[config.mk]
export PLATFORM = sky130hd
export DESIGN_NAME = hazard_ctrl
export DESIGN_NICKNAME = d
export VERILOG_FILES = /design/src/rtl/hazard_ctrl.sv
export SDC_FILE = /design/constraint.sdc
export NUM_CORES = 1
export LEC_CHECK = 0
export ABC_AREA = 1
export CAP_MARGIN = 15
export CORE_MARGIN = 2
export CORE_UTILIZATION = 49
export CTS_CLUSTER_DIAMETER = 100
export DETAILED_ROUTE_END_ITERATION = 7
export HOLD_SLACK_MARGIN = 0.08
export PLACE_DENSITY = 0.85
export RECOVER_POWER = 100
export SYNTH_ARGS = -nofsm -noshare
export SYNTH_HDL_FRONTEND = slang
export SYNTH_SLANG_ARGS = --single-unit
export TNS_END_PERCENT = 5
[constraint.sdc]
create_clock -name clk_i -period 2.2 [get_ports clk_i]
set_input_delay 0.44 -clock clk_i [delete_from_list [all_inputs] [get_ports clk_i]]
set_output_delay 0.44 -clock clk_i [all_outputs]
set_load 0.01 [all_outputs]
[src/rtl/hazard_ctrl.sv]
`default_nettype none
// ============================================================================
// Module   : hazard_ctrl
// Purpose  : Hazard and forwarding controller beside decode. Tracks the
//            destination registers of in-flight instructions over FWD_DEPTH
//            post-decode stages. Picks the youngest forwarding source for
//            each decode operand, stalls decode on load-use hazards, and
//            squashes fetch/decode on a taken branch.
// Ports    : clk_i, reset_i            clock, synchronous active-high reset
//            id_*_i                    decode instruction fields
//            ex_branch_taken_i         taken branch resolved in execute
//            fwd_sel_rs1_o/_rs2_o      0 = register file, k = stage k result
//            stall_o, flush_o, issue_o fetch/decode pipeline control
//            stall_cycles_o            saturating count of stall cycles
// Revision : 1.0 - initial release
// ============================================================================
module hazard_ctrl #(
  parameter int REG_ADDR_W = 5,
  parameter int FWD_DEPTH  = 2,
  parameter int LOAD_LAT   = 1,
  parameter int FSEL_W     = $clog2(FWD_DEPTH + 1)
) (
  input  logic                  clk_i,
  input  logic                  reset_i,
  input  logic                  id_valid_i,
  input  logic [REG_ADDR_W-1:0] id_rs1_i,
  input  logic [REG_ADDR_W-1:0] id_rs2_i,
  input  logic                  id_use_rs1_i,
  input  logic                  id_use_rs2_i,
  input  logic [REG_ADDR_W-1:0] id_rd_i,
  input  logic                  id_we_i,
  input  logic                  id_is_load_i,
  input  logic                  ex_branch_taken_i,
  output logic [FSEL_W-1:0]     fwd_sel_rs1_o,
  output logic [FSEL_W-1:0]     fwd_sel_rs2_o,
  output logic                  stall_o,
  output logic                  flush_o,
  output logic                  issue_o,
  output logic [15:0]           stall_cycles_o
);

  // Scoreboard entries 1..FWD_DEPTH; entry 1 is the execute stage.
  logic [FWD_DEPTH:1]    valid_q;
  logic [FWD_DEPTH:1]    we_q;
  logic [FWD_DEPTH:1]    load_q;
  logic [REG_ADDR_W-1:0] rd_q [1:FWD_DEPTH];

  logic [15:0]           stall_cycles_q;
  logic [15:0]           stall_cycles_d;

  logic [FSEL_W-1:0]     sel_rs1;
  logic [FSEL_W-1:0]     sel_rs2;
  logic                  load_hz_rs1;
  logic                  load_hz_rs2;
  logic                  hazard;
  logic                  flush;
  logic                  stall;
  logic                  issue;

  // Youngest match search. Scanning from the oldest stage towards stage 1
  // lets each younger match overwrite the older one, so the final value is
  // the smallest matching k. The load-hazard flag rides along with the
  // selected stage so only the youngest producer decides the stall.
  always_comb begin
    sel_rs1     = '0;
    sel_rs2     = '0;
    load_hz_rs1 = 1'b0;
    load_hz_rs2 = 1'b0;
    for (int k = FWD_DEPTH; k >= 1; k--) begin
      if (valid_q[k] && we_q[k] && id_use_rs1_i &&
          (id_rs1_i != '0) && (rd_q[k] == id_rs1_i)) begin
        sel_rs1     = FSEL_W'(k);
        load_hz_rs1 = load_q[k] && (k <= LOAD_LAT);
      end
      if (valid_q[k] && we_q[k] && id_use_rs2_i &&
          (id_rs2_i != '0) && (rd_q[k] == id_rs2_i)) begin
        sel_rs2     = FSEL_W'(k);
        load_hz_rs2 = load_q[k] && (k <= LOAD_LAT);
      end
    end
  end

  // Flush wins over stall; everything is quiet while reset is held so a
  // stale scoreboard can never leak a stall or forward select.
  assign hazard = id_valid_i && (load_hz_rs1 || load_hz_rs2);
  assign flush  = ex_branch_taken_i && !reset_i;
  assign stall  = hazard && !ex_branch_taken_i && !reset_i;
  assign issue  = id_valid_i && !stall && !flush && !reset_i;

  assign fwd_sel_rs1_o = reset_i ? '0 : sel_rs1;
  assign fwd_sel_rs2_o = reset_i ? '0 : sel_rs2;
  assign stall_o       = stall;
  assign flush_o       = flush;
  assign issue_o       = issue;

  // Stage 1 captures the decode instruction when it issues, a bubble
  // otherwise. x0 writes are dropped here so they can never match.
  always_ff @(posedge clk_i) begin
    if (reset_i) begin
      valid_q[1] <= 1'b0;
      we_q[1]    <= 1'b0;
      load_q[1]  <= 1'b0;
      rd_q[1]    <= '0;
    end else begin
      valid_q[1] <= issue;
      we_q[1]    <= id_we_i && (id_rd_i != '0);
      load_q[1]  <= id_is_load_i;
      rd_q[1]    <= id_rd_i;
    end
  end

  // Later stages always advance, even during a stall.
  generate
    for (genvar k = 2; k <= FWD_DEPTH; k++) begin : g_stage
      always_ff @(posedge clk_i) begin
        if (reset_i) begin
          valid_q[k] <= 1'b0;
          we_q[k]    <= 1'b0;
          load_q[k]  <= 1'b0;
          rd_q[k]    <= '0;
        end else begin
          valid_q[k] <= valid_q[k-1];
          we_q[k]    <= we_q[k-1];
          load_q[k]  <= load_q[k-1];
          rd_q[k]    <= rd_q[k-1];
        end
      end
    end
  endgenerate

  // Saturating stall counter.
  always_comb begin
    stall_cycles_d = stall_cycles_q;
    if (stall && (stall_cycles_q != 16'hFFFF)) begin
      stall_cycles_d = stall_cycles_q + 16'd1;
    end
  end

  always_ff @(posedge clk_i) begin
    if (reset_i) begin
      stall_cycles_q <= '0;
    end else begin
      stall_cycles_q <= stall_cycles_d;
    end
  end

  assign stall_cycles_o = stall_cycles_q;

endmodule
`default_nettype wire
==> impl_results.html <==
<table>
<tr><th>Metric</th><th>Value</th></tr>
<tr><th colspan="2">Layout</th></tr>
<tr><td>Number of cells in the finished layout apart from fillers</td><td>410</td></tr>
<tr><td>Final layout net count</td><td>386</td></tr>
<tr><td>Area growth from synthesis to final layout</td><td>34.8%</td></tr>
<tr><td>Antenna Diode Count</td><td>0</td></tr>
<tr><td>Share of layout cells above drive strength 1</td><td>0.127</td></tr>
<tr><th colspan="2">Critical path</th></tr>
<tr><td>Largest stage delay on the critical path</td><td>approximately 270 ps</td></tr>
<tr><td>CP top delay family</td><td>buffers and inverters</td></tr>
<tr><td>Req. time, crit path</td><td>1760 ps</td></tr>
<tr><td>Library cell appearing most often on the critical path</td><td>sky130_fd_sc_hd__nor2_1</td></tr>
<tr><td>Crit path buf inv count</td><td>3</td></tr>
<tr><td>Cell-by-cell trace of the critical path</td><td>dlygate4sd2_1 -&gt; or2_1 -&gt; nor2_2 -&gt; nor2_1 -&gt; nand2_1 -&gt; a21boi_2 -&gt; buf_4 -&gt; nor2_1 -&gt; clkdlybuf4s15_2</td></tr>
<tr><td>Worst path arrival time</td><td>1750 ps</td></tr>
<tr><td>Kind of end point of the critical path</td><td>output pin</td></tr>
<tr><td>Critical-path top delay cell</td><td>sky130_fd_sc_hd__dlygate4sd2_1</td></tr>
<tr><td>Critical Path Source Type</td><td>input port</td></tr>
<tr><td>Worst-path maximum fanout</td><td>3</td></tr>
<tr><td>Critical path type</td><td>input port to output pin</td></tr>
<tr><th colspan="2">Floorplanning</th></tr>
<tr><td>Core Area</td><td>3690 um^2</td></tr>
<tr><td>X dimension of the die</td><td>66.3 um</td></tr>
<tr><td>Die boundary height</td><td>around 66 um</td></tr>
<tr><td>DIE AREA</td><td>4390 um^2</td></tr>
<tr><td>Number of placement rows</td><td>22</td></tr>
<tr><td>Starting utilization of the core area</td><td>0.515</td></tr>
<tr><td>I/O pins</td><td>46</td></tr>
<tr><th colspan="2">STA</th></tr>
<tr><td>Least-Margin Pin Slew</td><td>352 ps</td></tr>
<tr><td># setup viols final</td><td>0</td></tr>
<tr><td>Final period util</td><td>0.994</td></tr>
<tr><td>Max-slew violation count</td><td>0</td></tr>
<tr><td>Setup TNS</td><td>0 ps</td></tr>
<tr><td>Time the final worst path needs with I/O delays and setup</td><td>approximately 2200 ps</td></tr>
<tr><td>Worst Skew</td><td>5.17 ps</td></tr>
<tr><td>Relative slew margins</td><td>0.762</td></tr>
<tr><td>Final worst-path setup slack</td><td>13.9 ps</td></tr>
<tr><td>Min Hold Slack</td><td>422 ps</td></tr>
<tr><td>Hold Violations, Final</td><td>0</td></tr>
<tr><td>RSZ-0062 raised after global routing</td><td>yes</td></tr>
<tr><td>Max Freq</td><td>457 MHz</td></tr>
<tr><th colspan="2">CTS</th></tr>
<tr><td>CTS clock-pin slew for the worst setup and hold paths</td><td>60 ps</td></tr>
<tr><td>Number of sinks driven by the clock tree</td><td>31</td></tr>
<tr><td>Number of H-tree levels</td><td>2</td></tr>
<tr><td>Clock Path Buffers</td><td>2</td></tr>
<tr><td>Clock root cell</td><td>sky130_fd_sc_hd__clkbuf_8</td></tr>
<tr><td>Skew-Pair Late Insertion Delay</td><td>270 ps</td></tr>
<tr><td>Inserted Clock Buffers</td><td>5</td></tr>
<tr><td>Number of buffers inserted by post-CTS setup repair</td><td>0</td></tr>
<tr><td>Clock tree from TritonCTS</td><td>done</td></tr>
<tr><th colspan="2">Run</th></tr>
<tr><td>Number of violations of the max-capacitance limit</td><td>0</td></tr>
<tr><th colspan="2">Drt</th></tr>
<tr><td>First DRT Iteration DRCs</td><td>102</td></tr>
<tr><td>Antenna viol nets, final</td><td>0</td></tr>
<tr><td>Post-DR wirelength/cell</td><td>11.3 um</td></tr>
<tr><td>Drt total wl</td><td>4630 um</td></tr>
<tr><td>DR vias</td><td>1992</td></tr>
<tr><td>Pre-antenna DRT Iters</td><td>4</td></tr>
<tr><td>DRC violations left</td><td>0</td></tr>
<tr><td>Vias/cell</td><td>4.86</td></tr>
<tr><th colspan="2">GRT</th></tr>
<tr><td>Initial antenna violation count</td><td>0</td></tr>
<tr><td>Pin count of the biggest net entering global routing</td><td>25</td></tr>
<tr><td>Vias in the first global route</td><td>1806</td></tr>
<tr><td>GRT Util Overall</td><td>0.221</td></tr>
<tr><td>Total congestion overflow</td><td>0</td></tr>
<tr><td>Global-route wire length before repair</td><td>7590 um</td></tr>
<tr><th colspan="2">Logic synthesis</th></tr>
<tr><td>Cell types occupying the most area after synthesis</td><td>sky130_fd_sc_hd__dfxtp_1, sky130_fd_sc_hd__nand2_1, sky130_fd_sc_hd__nor2_1</td></tr>
<tr><td>Proportion of synthesized chip area in sequential cells</td><td>0.327</td></tr>
<tr><td>Most instantiated flip-flop cell in the synthesis netlist</td><td>sky130_fd_sc_hd__dfxtp_1</td></tr>
<tr><td>Leading post-synthesis cells by instance count</td><td>sky130_fd_sc_hd__nand2_1, sky130_fd_sc_hd__nor2_1, sky130_fd_sc_hd__inv_1</td></tr>
<tr><td>Total nets after synthesis</td><td>320</td></tr>
<tr><td>Biggest area consumer among synthesized cells</td><td>sky130_fd_sc_hd__dfxtp_1</td></tr>
<tr><td>Fraction of post-synthesis cell area in the top cell type by area</td><td>0.327</td></tr>
<tr><td>Async set-reset flop share out of synthesis</td><td>0</td></tr>
<tr><td>Most instantiated library cell after synthesis</td><td>sky130_fd_sc_hd__nand2_1</td></tr>
<tr><td>EDFF count, synth</td><td>0</td></tr>
<tr><td>Cell Area, Synth</td><td>1900 um^2</td></tr>
<tr><td>Distinct cells, synth</td><td>31</td></tr>
<tr><td>Syn Inst Count</td><td>296</td></tr>
<tr><td>Mean Syn Cell Area</td><td>6.42 um^2</td></tr>
<tr><td>Flip-flop and latch count after synthesis</td><td>31</td></tr>
<tr><td>Number of synthesis warnings</td><td>0</td></tr>
<tr><th colspan="2">Power and ir drop</th></tr>
<tr><td>VDD IR max</td><td>0.409 mV</td></tr>
<tr><td>Power after layout</td><td>around 1.2 mW</td></tr>
<tr><td>Leakage</td><td>1.28 nW</td></tr>
<tr><td>Pwr/cell area</td><td>452 nW/um^2</td></tr>
<tr><th colspan="2">Place</th></tr>
<tr><td>Number of buffer cells added on primary ports</td><td>45</td></tr>
<tr><td>Place WS</td><td>-519 ps</td></tr>
<tr><td>HPWL Detailed</td><td>3550 um</td></tr>
<tr><td>Weighted congestion reported at the end of routability-driven placement</td><td>0.873</td></tr>
<tr><td>Placed cells</td><td>403</td></tr>
<tr><th colspan="2">Status</th></tr>
<tr><td>Result of the run</td><td>completed</td></tr>
<tr><th colspan="2">Min path</th></tr>
<tr><td>Path type of the worst min-delay path</td><td>flop to flop</td></tr>
</table>
==> cell families after synthesis <==
kind of cell | synth area share
simple gates | 0.414
fa+ha+maj | 0.00658
compound gates | 0.0435
xor+xnor | 0.0830
flops | 0.327
buf+inv | 0.126
==> placed cells by master (no fill, tap or decap), types with 9 or more instances in the layout <==
master / synthesis / routed
sky130_fd_sc_hd__nand2_1: 70 / 70
sky130_fd_sc_hd__nor2_1: 60 / 58
sky130_fd_sc_hd__inv_1: 53 / 51
sky130_fd_sc_hd__dfxtp_1: 31 / 31
sky130_fd_sc_hd__buf_4: 0 / 18
sky130_fd_sc_hd__dlygate4sd3_1: 0 / 17
sky130_fd_sc_hd__nand3_1: 14 / 14
sky130_fd_sc_hd__dlygate4sd2_1: 0 / 12
sky130_fd_sc_hd__nand4_1: 11 / 11
sky130_fd_sc_hd__xnor2_1: 9 / 9
sky130_fd_sc_hd__xor2_1: 9 / 9
sky130_fd_sc_hd__clkdlybuf4s50_1: 0 / 9
==> sequential cells by signal (all words and copies together), names as in the netlist <==
| name | cells |
|---|---|
| load_q | 1 |
| rd_q | 10 |
| stall_cycles_o | 16 |
| valid_q | 2 |
| we_q | 2 |
==> worst register-to-register path, cell delays in order (launching register included) <==
cell                      delay (ps)
sky130_fd_sc_hd__dfxtp_1         430
sky130_fd_sc_hd__ha_1            240
sky130_fd_sc_hd__nand2_2          90
sky130_fd_sc_hd__nor2_2          250
sky130_fd_sc_hd__nand3_4         110
sky130_fd_sc_hd__nor2_2          190
sky130_fd_sc_hd__nand2_4         120
sky130_fd_sc_hd__nand3_4         260
sky130_fd_sc_hd__nand2_1         110
sky130_fd_sc_hd__nand2_1          70
sky130_fd_sc_hd__nor2_1           30
==> final timing paths <==
path	start	end	slack, ps	cells after the start
hold / removal	we_q[1]$_SDFF_PP0_	we_q[2]$_SDFF_PP0_	420	2
setup reg to reg	stall_cycles_o[0]$_SDFFE_PP0P_	stall_cycles_o[12]$_SDFFE_PP0P_	180	10
setup / recovery	id_rs1_i[1]	issue_o	10	9
hold reg to reg	we_q[1]$_SDFF_PP0_	we_q[2]$_SDFF_PP0_	420	2
==> through the flow <==
stage                     instance area [um^2]  utilization
after detailed placement                  2520        0.682
after CTS                                 2590        0.701
after global routing                      2560        0.695
final                                     2560        0.695
after global placement                    2520        0.682
after floorplan                           1900            -
==> repair_timing <==
item,4_1_cts,5_1_grt
gates resized for setup,32,9
setup endpoints to repair,7,6
hold buffers,0,0
pin swaps,2,0
==> area by class of cell <==
class / instances / area [um^2]
well taps: 48 / 60.1
fillers: 329 / 1130
clock buffers: 6 / 82.6
clock inverters: 1 / 5.00
flip-flops and latches: 31 / 621
multi-input cells: 206 / 1040
repair buffers: 64 / 548
inverters: 54 / 204
==> routing by layer <==
layer,wire (um),up-vias,track usage
met4,55,0,0.0816
met3,214,6,0.0528
met2,2160,54,0.353
met5,0,-,0
met1,2200,896,0.288
li1,-,1036,-
==> power by group <==
group	total, mW	switching (mW)	leakage (nW)	internal (mW)
Combinational	0.135	0.0637	0.982	0.0709
Clock	0.440	0.195	0.0470	0.245
Sequential	0.584	0.00967	0.253	0.574
No activity file was read; power rests on OpenSTA's default activity.
==> patch, RTL diff (same settings) <==
Set the parameter `FWD_DEPTH` to 1 (it was 2).
--- a/src/rtl/hazard_ctrl.sv
+++ b/src/rtl/hazard_ctrl.sv
@@ -16,7 +16,7 @@
 // ============================================================================
 module hazard_ctrl #(
   parameter int REG_ADDR_W = 5,
-  parameter int FWD_DEPTH  = 2,
+  parameter int FWD_DEPTH  = 1,
   parameter int LOAD_LAT   = 1,
   parameter int FSEL_W     = $clog2(FWD_DEPTH + 1)
 ) (
Ports: changed (resized fwd_sel_rs1_o and fwd_sel_rs2_o); port bits go from 46 to 44. No check against the original RTL was run, so the function may have changed too.
==> patch against the unedited design <==
Sequential share of layout area down 2.2 points; routed wire length down 17%; synthesized area down 17%; total power down 24%; utilization up 2.0 points; largest cell class unchanged; worst setup slack better by 110 ps; sequential cell count down 7; cell area down 15%.
==> patch: results (changes against the unedited design) <==
Global route
  – First-pass GRT wire length: 6210 um (-18%)
  – GRT met3 Usage: 0.0235 (-0.0294)
  – Vias in the first global route: 1,563 (-13%)
  – Pin count of the biggest net entering global routing: 27 (+8.0%)

Detailed routing
  – Vias per cell: 4.72 (-2.8%)
  – Avg WL per Cell: 10.4 um (-7.7%)
  – Metal2 WL: 1910 um (-12%)
  – Vias after detailed routing: 1,738 (-13%)

Synth
  – Dominant cells by area after synthesis: dfxtp_1 (31%), nand2_1 (18%), nor2_1 (12%), inv_1 (11%), nand3_1 (6.4%)
  – Post-synth top cells: nand2_1 (75), nor2_1 (49), inv_1 (48)
  – Compound-Gate Fraction of Synth Area: 0.0231 (-0.0203)
  – Yosys cell types: 26 (-16%)

CTS
  – Worst-Skew Late Latency: 330 ps (+60 ps)
  – Setup Fix Bufs, Post-CTS: 1 (+1)
  – TritonCTS Buffers: 3 (-2)

Run status
  – Outcome: completed

Setup path
  – Reg2reg path depth: 9 (-1)
  – Setup crit start: id_rs1_i[4]

Power and ir drop
  – Peak supply drop: 264 uV (-35%)
  – Clock share of power: 0.374 (-0.006)
  – Flop pwr share: 0.511 (+0.007)

Place
  – Cell Area, Placed: 2110 um^2 (-16%)

Timing
  – Clock Skew: 8.15 ps (+2.98 ps)
  – Worst slew margin: 0.703 (-0.0594)

Min path
  – Hold path depth: 4 (+2)
  – Hold EP: stall_cycles_o[14]
patch: per-stage QoR:
| stage | setup slack (ps) | utilization | setup TNS [ps] |
|---|---|---|---|
| after floorplan | 318 | - | 0 |
| after global placement | -375 | 0.690 | -1380 |
| after detailed placement | -414 | 0.690 | -1530 |
| after CTS | -37.2 | 0.712 | -37.2 |
| after global routing | 36.7 | 0.715 | 0 |
| final | 120 | 0.715 | 0 |
patch: worst max path at each step:
stage	endpoint	slack [ps]
finish	stall_o	120
global route	stall_o	40
CTS	fwd_sel_rs2_o	-40
detailed placement	stall_o	-410
global placement	stall_o	-380
floorplan	issue_o	320
patch: layout make-up:
type	instances	area, um^2
clock buffers	3	22.5
clock inverters	1	30.0
fillers	264	870
inverters	58	219
multi-input cells	181	828
flip-flops and latches	24	482
well taps	44	55.1
repair buffers	57	547
patch: tightest hold or removal path: stages (launching register included):
cell and delay, ps:
dfxtp_1 360, inv_1 50, nand2_1 40, inv_1 40
nor2_1 40
